$ cat src/rtl/tea_decrypt_iterative.sv
// Iterative TEA decryptor: one TEA cycle (two half-rounds) per clock,
// AXI-Stream style input and output handshakes, one block in flight.
module tea_decrypt_iterative #(
  parameter int unsigned ROUNDS = 32,
  parameter logic [31:0] DELTA  = 32'h9E3779B9
) (
  input  logic         clk,
  input  logic         rst,
  input  logic [127:0] key,
  input  logic [63:0]  s_axis_tdata,
  input  logic         s_axis_tvalid,
  output logic         s_axis_tready,
  output logic [63:0]  m_axis_tdata,
  output logic         m_axis_tvalid,
  input  logic         m_axis_tready
);

  typedef enum logic [1:0] {StIdle, StRun, StDone} state_e;

  // Decryption walks the key schedule backwards from DELTA*ROUNDS.
  localparam logic [31:0] SumInit  = DELTA * 32'(ROUNDS);
  localparam logic [7:0]  LastCnt  = 8'(ROUNDS - 1);

  state_e       state_q, state_d;
  logic [31:0]  v0_q, v0_d, v1_q, v1_d;
  logic [31:0]  sum_q, sum_d;
  logic [127:0] key_q, key_d;
  logic [7:0]   cnt_q, cnt_d;
  logic [63:0]  out_q, out_d;
  logic         valid_q, valid_d;

  logic [31:0]  k0, k1, k2, k3;
  logic [31:0]  v1_rnd, v0_rnd;

  assign k0 = key_q[127:96];
  assign k1 = key_q[95:64];
  assign k2 = key_q[63:32];
  assign k3 = key_q[31:0];

  // One TEA cycle in reverse; the v0 half uses the freshly updated v1.
  always_comb begin
    v1_rnd = v1_q - (((v0_q << 4) + k2) ^ (v0_q + sum_q) ^ ((v0_q >> 5) + k3));
    v0_rnd = v0_q - (((v1_rnd << 4) + k0) ^ (v1_rnd + sum_q) ^ ((v1_rnd >> 5) + k1));
  end

  // Next-state and datapath control.
  always_comb begin
    state_d = state_q;
    v0_d    = v0_q;
    v1_d    = v1_q;
    sum_d   = sum_q;
    key_d   = key_q;
    cnt_d   = cnt_q;
    out_d   = out_q;
    valid_d = valid_q;
    unique case (state_q)
      StIdle: begin
        if (s_axis_tvalid) begin
          v0_d    = s_axis_tdata[63:32];
          v1_d    = s_axis_tdata[31:0];
          key_d   = key;
          sum_d   = SumInit;
          cnt_d   = 8'd0;
          state_d = StRun;
        end
      end
      StRun: begin
        v0_d  = v0_rnd;
        v1_d  = v1_rnd;
        sum_d = sum_q - DELTA;
        cnt_d = cnt_q + 8'd1;
        if (cnt_q == LastCnt) begin
          out_d   = {v0_rnd, v1_rnd};
          valid_d = 1'b1;
          state_d = StDone;
        end
      end
      StDone: begin
        // Output data is left in place after the handshake.
        if (m_axis_tready) begin
          valid_d = 1'b0;
          state_d = StIdle;
        end
      end
      default: state_d = StIdle;
    endcase
  end

  // State registers with synchronous reset.
  always_ff @(posedge clk) begin
    if (rst) begin
      state_q <= StIdle;
      v0_q    <= '0;
      v1_q    <= '0;
      sum_q   <= '0;
      key_q   <= '0;
      cnt_q   <= '0;
      out_q   <= '0;
      valid_q <= 1'b0;
    end else begin
      state_q <= state_d;
      v0_q    <= v0_d;
      v1_q    <= v1_d;
      sum_q   <= sum_d;
      key_q   <= key_d;
      cnt_q   <= cnt_d;
      out_q   <= out_d;
      valid_q <= valid_d;
    end
  end

  assign s_axis_tready = (state_q == StIdle);
  assign m_axis_tdata  = out_q;
  assign m_axis_tvalid = valid_q;

endmodule
$ cat config.mk
export PLATFORM = sky130hd
export DESIGN_NAME = tea_decrypt_iterative
export DESIGN_NICKNAME = d
export VERILOG_FILES = /design/src/rtl/tea_decrypt_iterative.sv
export SDC_FILE = /design/constraint.sdc
export NUM_CORES = 1
export LEC_CHECK = 0
export CORE_UTILIZATION = 55
export CTS_BUF_LIST = sky130_fd_sc_hd__clkbuf_4 sky130_fd_sc_hd__clkbuf_8
export CTS_CLUSTER_DIAMETER = 150
export DETAILED_ROUTE_END_ITERATION = 8
export PLACE_DENSITY = 0.78
export SLEW_MARGIN = 20
export SYNTH_ARGS = -nofsm -noshare
export SYNTH_HDL_FRONTEND = slang
export SYNTH_SLANG_ARGS = --single-unit
export TNS_END_PERCENT = 30
$ cat constraint.sdc
create_clock -name clk -period 11.9 [get_ports clk]
set_input_delay 1.785 -clock clk [delete_from_list [all_inputs] [get_ports clk]]
set_output_delay 1.785 -clock clk [all_outputs]
set_load 0.005 [all_outputs]
### Word-level counts from Yosys, hierarchy flattened

Index checks and enable logic that the tools add are counted.

* register bits: 299
* input port bits: 196
* output and inout bits: 66
* logic and storage cells: 51

* $add $sub $neg: 10
* equality and inequality tests: 6
* muxes and demuxes: 15
* bitwise operators: 4
* reduce and logical (&&, ||, !) cells: 8

Operators with widths (number)
* 32-bit case mux with 2 select lines: 3
* 32-bit adder: 4
* 32-bit XOR: 4
* 32-bit 2-to-1 mux: 3
* 27-bit by 32-bit adder with 32-bit output: 2
* 32-bit subtractor: 2
* 32-bit subtractor, second input constant: 1
* 8-bit case mux with 2 select lines: 1
* 8-bit by 1-bit adder with 8-bit output, second input constant: 1
* 8-bit by 5-bit equality test with 1-bit output, second input constant: 1
* 8-bit 2-to-1 mux: 1
* 2-bit 2-to-1 mux: 3
* 2-bit != test, second input constant: 3
* 2-bit case mux with 3 select lines: 1
* 2-bit AND reduction: 3
* 3-bit AND reduction: 2
* 2-bit nonzero test: 2
* 2-bit by 1-bit equality test with 1-bit output, second input constant: 1
* 2-bit equality test, second input constant: 1
* 2-bit logical NOT: 1
* 1-bit 2-to-1 mux: 2
* 1-bit case mux with 2 select lines: 1

### Logic depth before layout (Yosys ltp)

* word-level depth: 9
* gate-level depth with buffers: 47
* mapped depth without buffers: 47

### Least setup slack after synthesis

OpenSTA, ideal clock, no wires.

* path kind: reg-to-reg
* start: register v0_q[5]
* end: register out_q[63] (netlist: m_axis_tdata[63])
* setup time: 73 ps
* arrival: 8191 ps
* required time: 11827 ps
* slack: 3636 ps
* stages on the path, launching flop included: 42
* path buffers: 0
* clock period less this slack: 8264 ps
* path through: dfxtp_1 ha_1 inv_1 fa_1 nor2b_1 o21ai_0 nand2b_1 a21o_1 a21o_1 a21o_1 o41ai_2 o21ai_0 o21a_1 nor2_1 xnor3_1 ha_1 and3_1 a311oi_1 (+6 left out) a21oi_1 o2111ai_1 a21oi_1 a2111oi_0 nand2_1 o2111ai_1 nand2_1 and3_1 xnor2_1 xnor2_1 xnor2_1 ha_1 or3_1 o221ai_1 xor2_1 nor3_1 a2111oi_0 nor3b_2

* longest elaborated chain between the ends: 8
* elaborated cells between the ends (all ways): 12
* classes of those cells: 8 x add/sub; 4 x bitwise

RTL lines
* start: declaration: line 25 `logic [31:0] v0_q, v0_d, v1_q, v1_d;`
* start signal: assignment: line 102 `v0_q <= v0_d;`
* 32-bit adder: line 42 `v1_rnd = v1_q - (((v0_q << 4) + k2) ^ (v0_q + sum_q) ^ ((v0_q >> 5) + k3));`
* 32-bit XOR: line 42
* 32-bit XOR *: line 42
* 32-bit subtractor *: line 42
* named net v1_rnd[21]: line 33 `logic [31:0] v1_rnd, v0_rnd;`
* 32-bit adder: line 43 `v0_rnd = v0_q - (((v1_rnd << 4) + k0) ^ (v1_rnd + sum_q) ^ ((v1_rnd >> 5) + k1));`
* 32-bit XOR: line 43
* 32-bit XOR *: line 43
* 32-bit subtractor *: line 43
* end signal: assignment: line 107 `out_q <= out_d;`
* end: declaration: line 29 `logic [63:0] out_q, out_d;`

The timed path passes the listed nets; every way through them passes the cells marked *.
A chain may end at the register's enable or synchronous reset.

### Worst setup path in the final report

* start: register sum_q[0]
* end: register v0_q[31]

* longest elaborated chain between the ends: 9
* elaborated cells between the ends (all ways): 11
* classes of those cells: 6 x add/sub; 1 x mux; 4 x bitwise

RTL lines
* start: declaration: line 26 `logic [31:0] sum_q, sum_d;`
* start signal: assignment: line 104 `sum_q <= sum_d;`
* 32-bit adder *: line 42
* 32-bit XOR * (2 in a row): line 42
* 32-bit subtractor *: line 42
* named net v1_rnd[18]: line 33
* 32-bit adder: line 43
* 32-bit XOR: line 43
* 32-bit XOR *: line 43
* 32-bit subtractor *: line 43
* 32-bit case mux with 2 select lines *: line 56 `unique case (state_q)`

Marked as above.

==> results.cfg <==
[worst_setup_path]
crit_type = reg -> reg
crit_path_top_delay_cell = xnor2_1
cp.arrival_ns = 10.71
timing.rr.start = sum_q[0]
rrSetupSlack_ns = 1.69
cpPeakStageDelay_ns = 0.64
cp.required_ns = 12.39
reg2reg_depth = 42
path_max_fanout = 6
endpoint_kind = flop
cp_common_cell = o21ai_0
reg2reg_to = v0_q[31]
cp-start-kind = flop

[routing]
drtAntennaViolNets = 0
vias = 22400
post_drt_wl_per_cell_um = 20.4
via_per_inst = 6.02
drc = 0
firstDrtPassIters = 5
routed_wirelength_um = 75700
drtIter0Drc = 1799

[synthesis]
synthDistinctLibCells = 75
synth_ff_type = dfxtp_1
ys_warn_count = 0
syn_area_um2 = 22800
synth_area_leader_cell = dfxtp_1
synth.most_common_cell = nand2_1
synthTopCellsByArea = dfxtp_1, ha_1, xnor2_1
ys_ff_latch = 299
synth_top_area_share_pct = 26.2
synth-edff-count = 0
synthArstFlopShare_pct = 0
syn_nets = 3368
yosysSeqAreaShare_pct = 26.2
syn-mean-instance-area_um2 = 7.81
synth_common_cells = nand2_1, a21oi_1, xnor2_1, dfxtp_1, ha_1
synthCells = 2921

[hold_path]
holdPathStages = 2
min_from = m_axis_tdata[7]
hold_class = reg -> reg
worstHoldEndpoint = m_axis_tdata[7]

[grt]
antenna_found_initial = 2
grt.busiest_layer = met2
grt_start_max_net_pins = 140
grt_pass1_wl_um = 115000
grt.overflow.total = 0
grtUsageMet1_pct = 49.9
grtUsageMet3_pct = 7.19
met2_usage_pct = 52.9
grt_pass1_vias = 21100
grtUsageTotal_pct = 35.1

[job]
drv_cap = 0

[timing]
finalCritPeriodShare_pct = 85.8
finalCriticalPeriod_ns = 10.21
clock_skew_ns = 0.0344
setup_viol = 0
max_freq_mhz = 97.9
relSlewSlack_pct = 29.5
hold_violations = 0
tightest_slew_ns = 1.05
timing.setup.tns_ns = 0
rsz0062_at_grt = false
maxSlewViolCount = 0

[clock_network]
clk_pin_slew_ns = 0.06
clk-insertion-delay-late_ns = 0.67
cts_resized = 0
postCtsSetupBuffers = 0
cts_max_level = 2
cts.path.max_buffers = 3
holdBufCountCts = 0
cts_sinks = 299
cts-root-buf = clkbuf_8
tritoncts = yes
cts_buffers = 51

[floorplanning]
start_util_pct = 55.9
design.core.area_um2 = 40800
io_pins = 262
row_count = 74
die_h_um = 206
dieArea_um2 = 42300
dieWidth_um = 206

[layout]
drive_above_1_share_pct = 4.74
diodes = 0
n_fill_cell = 3463
nets = 3594
area_growth_pct = 19.1

[placed_design]
place_congestion = 0.964
portBuffers = 261
hpwl_um = 58100

[outcome]
outcome = completed
-- per-stage QoR --
stage | instance area (um^2) | hold slack (ns) | cells | utilization, % | setup slack [ns]
finish | 27200 | 0.454 | 3718 | 66.5 | 1.69
global route | 27200 | 0.473 | 3718 | 66.5 | 0.987
CTS | 27200 | 0.455 | 3718 | 66.5 | 1.84
detailed placement | 25900 | 0.446 | 3626 | 63.4 | 1.96
global placement | 25900 | 0.442 | 3626 | 63.4 | 2.19
floorplan | 22800 | 0.440 | 2921 | - | 3.64
-- worst max path at each step --
stage,slack (ns),cells past startpoint,start,end
floorplan,3.64,41,v0_q[5],m_axis_tdata[63]
global placement,2.19,42,sum_q[0],m_axis_tdata[63]
detailed placement,1.96,42,sum_q[0],v0_q[31]
CTS,1.84,42,sum_q[0],v0_q[31]
global route,0.99,43,v0_q[5],v0_q[31]
finish,1.69,42,sum_q[0],v0_q[31]
-- critical path: cells and delay by family, from the launching register on --
family	cells	cell delay, ns
simple gates	10	1.41
flops	1	0.42
compound gates	21	4.63
buf+inv	1	0.07
xor+xnor	5	1.65
fa+ha+maj	5	1.88
-- layout by cell type (no fill, tap or decap), types with 7 or more instances in the layout --
cell type | Yosys | routed
nand3_1 | 39 | 38
and3_1 | 21 | 20
nand4_1 | 22 | 22
o31ai_1 | 11 | 11
a311oi_1 | 7 | 7
a22oi_1 | 61 | 61
a31oi_1 | 19 | 19
o21a_1 | 24 | 24
fa_1 | 8 | 8
nor3_1 | 49 | 49
or2_2 | 7 | 7
ha_1 | 243 | 243
mux2i_1 | 7 | 7
o211a_1 | 8 | 8
nor2_1 | 140 | 139
a21oi_1 | 449 | 449
nor2b_1 | 39 | 38
nand2b_1 | 26 | 26
buf_4 | 0 | 21
clkbuf_8 | 0 | 71
nor4_1 | 7 | 7
xnor2_1 | 307 | 307
o21ai_0 | 87 | 87
dfxtp_1 | 299 | 299
inv_1 | 65 | 65
bufinv_16 | 0 | 8
xor2_1 | 46 | 46
o21bai_1 | 29 | 29
a21o_1 | 113 | 113
nand2_1 | 523 | 522
o211ai_1 | 16 | 16
a211oi_1 | 29 | 29
clkdlybuf4s50_1 | 0 | 260
or3_1 | 12 | 12
-- layout make-up --
type	count	area (um^2)	share of cell area, %
Sequential cell	299	5990	22.0
Clock inverter	17	300	1.11
Clock buffer	75	1000	3.68
Tap cell	532	666	2.45
Timing Repair Buffer	282	2770	10.2
Multi-Input combinational cell	2448	16200	59.6
Inverter	65	244	0.898
-- logic make-up after synthesis --
logic type      count (synthesis)  synth area share, %
compound gates                921                 25.1
simple gates                  912                 17.5
xor+xnor                      357                 13.9
flops                         299                 26.2
fa+ha+maj                     251                 14.0
buf+inv                       174                 2.90
mux                             7                0.307
-- metal layers --
| metal | up-vias | routed length (um) | share of wire (%) |
|---|---|---|---|
| met2 | 915 | 32100 | 42 |
| met1 | 10500 | 35100 | 46 |
| met3 | 124 | 6770 | 9.0 |
| li1 | 10800 | - | - |
| met5 | - | 34 | 0.045 |
| met4 | 4 | 1660 | 2.2 |
-- sequential cells by signal, indices dropped and copies added (netlist names) --
name	count
v1_q	32
v0_q	32
m_axis_tvalid	1
state_q	2
m_axis_tdata	64
sum_q	32
key_q	128
cnt_q	8
Power is left out: the tool's default activity adds up to more than one toggle a clock period on the data nets, which glitch-free logic cannot reach.
